File: src/rtl/instr_fetch_unit_pkg.sv
// Core definitions shared by the fetch unit, the main decoder and the verification model.
// Holds the fetch FSM encoding, the reset/NOP defaults and the MIPS opcode constants.
package instr_fetch_unit_pkg;

  typedef enum logic [1:0] {
    StBoot = 2'd0,
    StReq  = 2'd1,
    StHold = 2'd2
  } fetch_state_e;

  localparam logic [31:0] ResetPc  = 32'h0000_0000;
  localparam logic [31:0] NopInstr = 32'h0000_0000;

  localparam logic [5:0] OpRtype = 6'b000000;
  localparam logic [5:0] OpLw    = 6'b100011;
  localparam logic [5:0] OpSw    = 6'b101011;
  localparam logic [5:0] OpAddi  = 6'b001000;
  localparam logic [5:0] OpBeq   = 6'b000100;
  localparam logic [5:0] OpJ     = 6'b000010;
  localparam logic [5:0] OpJal   = 6'b000011;

endpackage

File: src/rtl/next_pc_logic.sv
// Combinational next-PC selection: jump over taken branch over sequential.
// All arithmetic wraps modulo 2^32.
module next_pc_logic (
  input  logic [31:0] pc,
  input  logic        Jump,
  input  logic        Branch,
  input  logic        Zero,
  input  logic [31:0] branch_imm,
  input  logic [25:0] jump_target,
  output logic [31:0] pc_plus4,
  output logic [31:0] next_pc
);

  logic [31:0] branch_off;

  assign pc_plus4   = pc + 32'd4;
  assign branch_off = branch_imm << 2;

  always_comb begin
    next_pc = pc_plus4;
    if (Jump) begin
      next_pc = {pc_plus4[31:28], jump_target, 2'b00};
    end else if (Branch && Zero) begin
      next_pc = pc_plus4 + branch_off;
    end
  end

endmodule

File: src/rtl/instr_fetch_unit.sv
// Instruction fetch unit: owns the PC, fetches over a req/ack port and holds each
// instruction for the decoder until it retires, then steps the PC.
module instr_fetch_unit
  import instr_fetch_unit_pkg::*;
#(
  parameter logic [31:0] RESET_PC  = ResetPc,
  parameter logic [31:0] NOP_INSTR = NopInstr
) (
  input  logic        clk,
  input  logic        rst_n,
  output logic        imem_req,
  output logic [31:0] imem_addr,
  input  logic        imem_ack,
  input  logic [31:0] imem_rdata,
  input  logic        instr_ready,
  input  logic        Jump,
  input  logic        Branch,
  input  logic        Zero,
  input  logic [31:0] branch_imm,
  input  logic [25:0] jump_target,
  output logic [31:0] instr,
  output logic        instr_valid,
  output logic [31:0] pc,
  output logic [31:0] pc_plus4
);

  fetch_state_e state_q, state_d;
  logic [31:0]  pc_q, pc_d;
  logic [31:0]  instr_q, instr_d;
  logic         valid_q, valid_d;
  logic [31:0]  next_pc;

  next_pc_logic u_next_pc (
    .pc          (pc_q),
    .Jump        (Jump),
    .Branch      (Branch),
    .Zero        (Zero),
    .branch_imm  (branch_imm),
    .jump_target (jump_target),
    .pc_plus4    (pc_plus4),
    .next_pc     (next_pc)
  );

  always_comb begin
    state_d  = state_q;
    pc_d     = pc_q;
    instr_d  = instr_q;
    valid_d  = valid_q;
    imem_req = 1'b0;
    unique case (state_q)
      // Guarantees one idle cycle after reset; a stale ack here is dropped.
      StBoot: state_d = StReq;
      StReq: begin
        imem_req = 1'b1;
        if (imem_ack) begin
          instr_d = imem_rdata;
          valid_d = 1'b1;
          state_d = StHold;
        end
      end
      StHold: begin
        if (instr_ready) begin
          pc_d    = next_pc;
          instr_d = NOP_INSTR;
          valid_d = 1'b0;
          state_d = StReq;
        end
      end
      default: state_d = StBoot;
    endcase
  end

  always_ff @(posedge clk or negedge rst_n) begin
    if (!rst_n) begin
      state_q <= StBoot;
      pc_q    <= RESET_PC;
      instr_q <= NOP_INSTR;
      valid_q <= 1'b0;
    end else begin
      state_q <= state_d;
      pc_q    <= pc_d;
      instr_q <= instr_d;
      valid_q <= valid_d;
    end
  end

  assign imem_addr   = pc_q;
  assign pc          = pc_q;
  assign instr       = instr_q;
  assign instr_valid = valid_q;

endmodule
File: config.mk
export PLATFORM = sky130hd
export DESIGN_NAME = instr_fetch_unit
export DESIGN_NICKNAME = d
export VERILOG_FILES = /design/src/rtl/instr_fetch_unit_pkg.sv /design/src/rtl/next_pc_logic.sv /design/src/rtl/instr_fetch_unit.sv
export SDC_FILE = /design/constraint.sdc
export NUM_CORES = 1
export LEC_CHECK = 0
export CAP_MARGIN = 20
export CELL_PAD_IN_SITES_DETAIL_PLACEMENT = 0
export CELL_PAD_IN_SITES_GLOBAL_PLACEMENT = 2
export CORE_MARGIN = 2
export CORE_UTILIZATION = 26
export DETAILED_ROUTE_END_ITERATION = 12
export PLACE_DENSITY_LB_ADDON = 0.1
export SLEW_MARGIN = 30
export SYNTH_ARGS = -nofsm -noshare
export SYNTH_HDL_FRONTEND = slang
export SYNTH_HIERARCHICAL = 1
export SYNTH_SLANG_ARGS = --single-unit
export TNS_END_PERCENT = 50
File: constraint.sdc
create_clock -name clk -period 4.2 [get_ports clk]
set_input_delay 0.42 -clock clk [delete_from_list [all_inputs] [get_ports clk]]
set_output_delay 0.42 -clock clk [all_outputs]
set_load 0.005 [all_outputs]
==> results of run 1 <==
[cell type report]
cell class                      count  area (um^2)
Clock inverter                      6         88.8
Inverter                           12         45.0
Antenna cell                        1         2.50
Timing Repair Buffer              277         2640
Clock buffer                       10          229
Tap cell                          280          350
Multi-Input combinational cell    477         3720
Sequential cell                    67         1680
Fill cell                        2190        13100
[sequential cells by signal, summed over array words and instances (netlist names)]
signal and flops:
imem_addr 32, instr 32, state_q 2, instr_valid 1
[per-stage QoR]
step / hold WS [ps] / worst slack (ps) / power [uW] / cells / util, %
floorplan: 124 / 479 / 3700 / 618 / -
global placement: 528 / 113 / 5610 / 1111 / 38.2
detailed placement: 541 / 83.6 / 5630 / 1111 / 38.3
CTS: 264 / 73.9 / 6550 / 1127 / 39.7
global route: 135 / -61.7 / 7060 / 1129 / 40.1
finish: 87.6 / 220 / 6520 / 1130 / 40.1
[routing by layer]
metal  up-vias  part of all wire (%)  global-route usage, %
li1       2669                     -                      -
met1      2572                    48                   23.4
met2       149                    46                   27.8
met3        12                   5.0                   3.71
met4         0                   1.0                   3.66
met5         -                     0                      0
[what timing repair did]
action | 4_1_cts | 5_1_grt
gates resized for setup | 0 | 14
buffers inserted | 0 | 2
endpoints found under the setup margin | 0 | 7
[cell families after synthesis]
family                     Yosys count  synth area share, %
adders and majority gates           37                 8.14
buffers and inverters               74                 7.85
AOI/OAI and AO/OA                  187                 24.0
DFF                                 67                 29.0
xor gates and xnor gates            52                 7.88
muxes                               44                 10.5
and+or+nand+nor                    157                 12.7
[how the worst max path moves through the flow]
stage / endpoint / cells past startpoint
finish: imem_addr[30]$_DFFE_PN0P_ / 14
global route: imem_addr[31]$_DFFE_PN0P_ / 21
CTS: imem_addr[30]$_DFFE_PN0P_ / 13
detailed placement: imem_addr[30]$_DFFE_PN0P_ / 14
global placement: imem_addr[29]$_DFFE_PN0P_ / 20
floorplan: imem_addr[30]$_DFFE_PN0P_ / 17
[synth_stat cells (12+ instances only)]
master,count
buf_4,34
a21oi_1,39
clkbuf_1,18
dfrtp_1,67
ha_1,36
xor2_1,21
nand2_1,56
nor2_1,37
o21ai_0,30
mux2_2,12
xnor2_1,31
nand3_1,16
mux2_4,30
inv_1,12
o221a_2,34
a21o_1,44
[power breakdown]
group	total, uW	internal (uW)	switching [uW]
sequential	1310	959	355
clock	850	522	328
combinational	4350	2580	1780
[worst max-delay path, cell delays in order (launching register included)]
cell	delay [ps]
dfrtp_1	350
and3_1	180
nand2_1	110
or2_1	330
or3_1	450
nor2_1	220
xor2_2	260
ha_1	300
a21o_1	240
a221oi_2	360
a211oi_1	160
o41ai_2	340
xor2_1	180
a21oi_1	90
mux2_4	290
==> results.sh, run 1 <==
export IMPL_outcome="finished, final reports clean"
export IMPL_ys_warnings_count=6
export IMPL_track_usage_pct=17.1
export IMPL_hold_path_class="in2async"
export IMPL_syn_avg_cell_area_um2=9.36
export IMPL_finalNetCount=978
export IMPL_relSlewSlack_pct=53.2
export IMPL_yosys_area_top_type="dfrtp_1"
export IMPL_syn_inst=618
export IMPL_ant_nets=0
export IMPL_synth_edff_count=0
export IMPL_dp_hpwl_um=15000
export IMPL_drive_gt1_share_pct=20.0
export IMPL_finalCritPeriodShare_pct=94.8
export IMPL_placed_cell_area_um2=8350
export IMPL_postCtsHoldBufs=0
export IMPL_grt_pass1_vias=5637
export IMPL_syn_to_final_growth_pct=51.4
export IMPL_ys_top_cells_by_area="dfrtp_1 (29%), ha_1 (7.8%), mux2_4 (7.8%), o221a_2 (6.6%), a21o_1 (5.7%)"
export IMPL_htree_num_levels=3
export IMPL_synth_top_area_share_pct=29.0
export IMPL_grt_pass1_wl_um=31800
export IMPL_grt_max_degree=68
export IMPL_clock_sinks=67
export IMPL_rrSetupSlack_ps=220
export IMPL_synth_cell_area_um2=5780
export IMPL_crit_start="imem_addr[5]$_DFFE_PN0P_"
export IMPL_drc_errors=0
export IMPL_ff2ff_path_depth=14
export IMPL_power_density_nw_per_um2=745
export IMPL_io_buffers=224
export IMPL_cp_max_fo=4
export IMPL_wl_per_cell_um=17.9
export IMPL_drt_pass1_iter_count=4
export IMPL_ys_types=54
export IMPL_ys_seq_elements=67
export IMPL_critPathLaunchType="register"
export IMPL_final_common_cell="clkdlybuf4s50_1"
export IMPL_syn_nets=752
export IMPL_total_leakage_power_uw=0.00383
export IMPL_final_area_um2=8750
export IMPL_core_area_um2=21800
export IMPL_drt_iter0_markers=254
export IMPL_clk_pin_slew_ps=60
export IMPL_insertion_delay_ps=340
export IMPL_synthArstFlopShare_pct=100
export IMPL_crit_arrival_ps=4210
export IMPL_fp_dieH_um=153
export IMPL_ys_seq_area_share_pct=29.0
export IMPL_drt_total_wl_um=20200
export IMPL_hold_violations=0
export IMPL_end_kind="register"
export IMPL_grt_setup_unrepaired="true"
export IMPL_mostFrequentLayoutCells="clkdlybuf4s50_1 (223), dfrtp_1 (65), nand2_1 (55)"
export IMPL_die_area_um2=23400
export IMPL_finalSetupTns_ps=0
export IMPL_finalClockSkew_ps=11.0
export IMPL_overflow=0
export IMPL_timing_rr_end="imem_addr[30]$_DFFE_PN0P_"
export IMPL_gp_congestion=0.770
export IMPL_clockBufferDepth=2
export IMPL_num_vias=5402
export IMPL_path_class="reg2reg"
export IMPL_die_w_um=153
export IMPL_crit_required_ps=4430
export IMPL_cts_tree="yes"
export IMPL_rr_startpoint="imem_addr[5]$_DFFE_PN0P_"
export IMPL_slew_violations=0
export IMPL_std_cell_rows=54
export IMPL_irDropWorstVdd_v=0.000284
export IMPL_fin_crit_ps=3980
export IMPL_maxCapViolCount=0
export IMPL_root_buffer="clkbuf_16"
export IMPL_synth_top_flop_cell="dfrtp_1"
export IMPL_tightest_slew_ps=700
export IMPL_start_util_pct=26.5
export IMPL_cts_buffers=9
export IMPL_ios=227
export IMPL_viasPerCell=4.78
export IMPL_grt_antenna_before_repair=1
export IMPL_setup_violations=0
export IMPL_fmax_ghz=0.251
Note: power is estimated with default switching activity, not from simulation.
==> inputs of run 2 (changes only) <==
--- a/config.mk
+++ b/config.mk
@@ -17,4 +17,3 @@
 export SYNTH_HDL_FRONTEND = slang
 export SYNTH_HIERARCHICAL = 1
 export SYNTH_SLANG_ARGS = --single-unit
-export TNS_END_PERCENT = 50
==> results of run 2 <==
The final DEF is identical to that of run 1; final timing and power are the same.
==> inputs of run 3 (changes only) <==
--- a/config.mk
+++ b/config.mk
@@ -5,15 +5,13 @@
 export SDC_FILE = /design/constraint.sdc
 export NUM_CORES = 1
 export LEC_CHECK = 0
-export CAP_MARGIN = 20
+export CAP_MARGIN = 5
 export CELL_PAD_IN_SITES_DETAIL_PLACEMENT = 0
 export CELL_PAD_IN_SITES_GLOBAL_PLACEMENT = 2
-export CORE_MARGIN = 2
-export CORE_UTILIZATION = 26
+export CORE_UTILIZATION = 24
 export DETAILED_ROUTE_END_ITERATION = 12
 export PLACE_DENSITY_LB_ADDON = 0.1
 export SLEW_MARGIN = 30
 export SYNTH_ARGS = -nofsm -noshare
 export SYNTH_HDL_FRONTEND = slang
-export SYNTH_HIERARCHICAL = 1
 export SYNTH_SLANG_ARGS = --single-unit
==> run 3 against run 2 <==
  * First-iteration DRC count decreased by 31%
  * Synthesized cell count decreased by 1.3%
  * Maximum frequency increased by 4.3%
  * Highest routed layer unchanged
==> results.sh, run 3 <==
export IMPL_crit_arrival_ps=4030
export IMPL_busiest_layer="met2"
export IMPL_finalCritPeriodShare_pct=90.9
export IMPL_mostFrequentLayoutCells="clkdlybuf4s50_1 (217), dfrtp_1 (65), nand2_1 (59)"
export IMPL_syn_to_final_growth_pct=53.4
export IMPL_drt_pass1_iter_count=4
export IMPL_irDropWorstVdd_v=0.000282
export IMPL_slew_violations=0
export IMPL_core_area_um2=21200
export IMPL_viasPerCell=4.88
export IMPL_drive_gt1_share_pct=8.95
export IMPL_fillers=2211
export IMPL_max_stage_delay_ps=530
export IMPL_track_usage_pct=19.0
export IMPL_n_antenna_cell=0
export IMPL_cts_resized=0
export IMPL_wl_per_cell_um=18.8
export IMPL_synthArstFlopShare_pct=100
export IMPL_crit_buf_inv=0
export IMPL_clock_sinks=65
export IMPL_grt_antenna_before_repair=0
export IMPL_cp_max_fo=8
export IMPL_crit_required_ps=4420
export IMPL_ys_types=65
export IMPL_finalNetCount=956
export IMPL_power_density_nw_per_um2=700
export IMPL_dp_hpwl_um=16000
export IMPL_final_common_cell="clkdlybuf4s50_1"
export IMPL_use_met3_pct=4.15
export IMPL_maxCapViolCount=0
export IMPL_drt_total_wl_um=20700
export IMPL_synth_cell_area_um2=5250
export IMPL_final_area_um2=8050
export IMPL_insertion_delay_ps=340
export IMPL_synth_common_cells="dfrtp_1 (65), nand2_1 (59), nor2_1 (52), o21ai_0 (39)"
export IMPL_hold_path_class="in2async"
export IMPL_end_kind="register"
export IMPL_die_w_um=150
export IMPL_grt_setup_unrepaired="false"
export IMPL_overflow=0
export IMPL_fmax_ghz=0.262
export IMPL_root_buffer="clkbuf_16"
export IMPL_synth_edff_count=0
export IMPL_drt_iter0_markers=176
export IMPL_grt_max_degree=41
export IMPL_ant_nets=0
export IMPL_io_buffers=218
export IMPL_cts_buffers=9
export IMPL_hold_violations=0
export IMPL_finalSetupTns_ps=0
export IMPL_yosysMostFrequentCell="dfrtp_1"
export IMPL_layout_setup_ws_ps=382
export IMPL_synth_top_area_share_pct=31.0
export IMPL_path_delay_family="simple AND/OR/NAND/NOR gates"
export IMPL_tightest_slew_ps=805
export IMPL_critPathLaunchType="register"
export IMPL_start_util_pct=24.7
export IMPL_largest_reg_flops=32
export IMPL_crit_slowest_cell="or3_1"
export IMPL_fp_dieH_um=150
export IMPL_crit_path_cell_trace="and4_1 > nand3_1 > or3_1 > nor2_1 > xor2_1 > ha_1 > nand4_1 > nor2_1 > nand4_1 > o22ai_1 > o41ai_2 > o21ai_0 > xnor2_1 > o21ai_0"
export IMPL_met1_usage_pct=25.0
export IMPL_htree_num_levels=3
export IMPL_grt_pass1_vias=5658
export IMPL_outcome="finished, final reports clean"
export IMPL_cts_setup_buffers=0
export IMPL_setup_violations=0
export IMPL_grt_pass1_wl_um=32500
export IMPL_num_vias=5383
export IMPL_placed_cell_area_um2=7720
export IMPL_postCtsHoldBufs=0
export IMPL_fin_crit_ps=3820
export IMPL_ys_seq_area_share_pct=31.0
export IMPL_cts_tree="yes"
export IMPL_ys_top_cells_by_area="dfrtp_1 (31%), ha_1 (8.6%), a22o_1 (5.7%), buf_4 (5.1%), xnor2_1 (4.7%)"
export IMPL_total_leakage_power_uw=0.00342
export IMPL_clk_pin_slew_ps=60
export IMPL_path_class="reg2reg"
export IMPL_yosys_area_top_type="dfrtp_1"
export IMPL_grtUsageMet2_pct=31.4
export IMPL_gp_congestion=0.836
export IMPL_ys_warnings_count=0
export IMPL_die_area_um2=22500
export IMPL_syn_avg_cell_area_um2=8.60
export IMPL_finalClockSkew_ps=10.6
export IMPL_drc_errors=0
export IMPL_syn_inst=610
export IMPL_synth_top_flop_cell="dfrtp_1"
export IMPL_std_cell_rows=53
export IMPL_relSlewSlack_pct=46.2
export IMPL_ios=227
export IMPL_clockBufferDepth=2
export IMPL_dp_slack_ps=152
export IMPL_ys_seq_elements=65
==> run 3: cell count changes in the layout (fill, tap and decap cells not counted), sizes merged, moves of 6 or more <==
| cell | before | now |
|---|---|---|
| o221a | 34 | 0 |
| clkdlybuf4s50 | 223 | 217 |
| buf | 54 | 40 |
| nor3 | 4 | 14 |
| a21o | 44 | 13 |
| nor2 | 37 | 52 |
| mux2 | 42 | 0 |
| conb | 0 | 6 |
| a21oi | 41 | 34 |
| a22o | 0 | 34 |
| o21ai | 32 | 40 |
==> run 3: final timing paths <==
check | startpoint | endpoint | slack, ps | depth (start not counted)
worst min register to register | instr[4]$_DFFE_PN0P_ | instr[4]$_DFFE_PN0P_ | 500 | 1
min in group clk | instr[4]$_DFFE_PN0P_ | instr[4]$_DFFE_PN0P_ | 500 | 1
worst max-delay path | imem_addr[7]$_DFFE_PN0P_ | imem_addr[29]$_DFFE_PN0P_ | 380 | 14
worst min-delay path | rst_n | instr[5]$_DFFE_PN0P_ | 70 | 1
worst max register to register | imem_addr[7]$_DFFE_PN0P_ | imem_addr[29]$_DFFE_PN0P_ | 380 | 14
max in group asynchronous | rst_n | imem_addr[6]$_DFFE_PN0P_ | 3300 | 2
==> run 3: cells by family (layout without fill, tap and decap cells) <==
| family | after synthesis | in the layout | synth area share (%) |
|---|---|---|---|
| muxes | 3 | 3 | 0.572 |
| and+or+nand+nor | 194 | 194 | 17.7 |
| other | 1 | 6 | 0.0714 |
| adders and majority gates | 37 | 37 | 8.96 |
| buffers and inverters | 70 | 282 | 7.65 |
| AOI/OAI and AO/OA | 192 | 192 | 25.9 |
| DFF | 65 | 65 | 31.0 |
| xor gates and xnor gates | 48 | 48 | 8.15 |
==> run 3: layout make-up <==
class / count / area, um^2 / share of cell area (%)
clock buffer: 9 / 225 / 2.80
sequential: 65 / 1630 / 20.2
timing repair buffer: 257 / 2470 / 30.7
tap: 275 / 344 / 4.27
multi-input combinational: 480 / 3270 / 40.6
clock inverter: 7 / 82.6 / 1.03
inverter: 9 / 33.8 / 0.420
==> run 3: metal layers <==
metal,up-vias,routed length (um),share of wire [%]
met5,-,0,0
met4,0,250,1.2
met3,15,1380,6.6
met2,183,9680,47
met1,2557,9420,45
li1,2628,-,-
==> run 3: worst reg2reg max path: stages, from the launching register on <==
cell and delay, ps:
dfrtp_1 420, and4_1 310, nand3_1 270, or3_1 530
nor2_1 160, xor2_1 100, ha_1 440, nand4_1 190
nor2_1 170, nand4_1 110, o22ai_1 320, o41ai_2 160
o21ai_0 250, xnor2_1 160, o21ai_0 90
==> run 3: per-stage QoR <==
| stage | power, uW | utilization (%) | std cells | hold WS [ps] |
|---|---|---|---|---|
| 2_1_floorplan | 3090 | - | 615 | 124 |
| 3_3_place_gp | 4840 | 36.4 | 1086 | 481 |
| 3_5_place_dp | 4840 | 36.4 | 1086 | 459 |
| 4_1_cts | 5700 | 37.8 | 1102 | 83.0 |
| 5_1_grt | 6130 | 37.9 | 1102 | 113 |
| 6_report | 5630 | 37.9 | 1102 | 69.0 |
==> run 3: power by group <==
group	internal, uW	leakage [uW]	total (uW)	switching (uW)
combinational	1980	0.00246	3620	1640
clock	471	0.000145	813	342
sequential	909	0.000810	1200	291
total	3360	0.00342	5630	2270
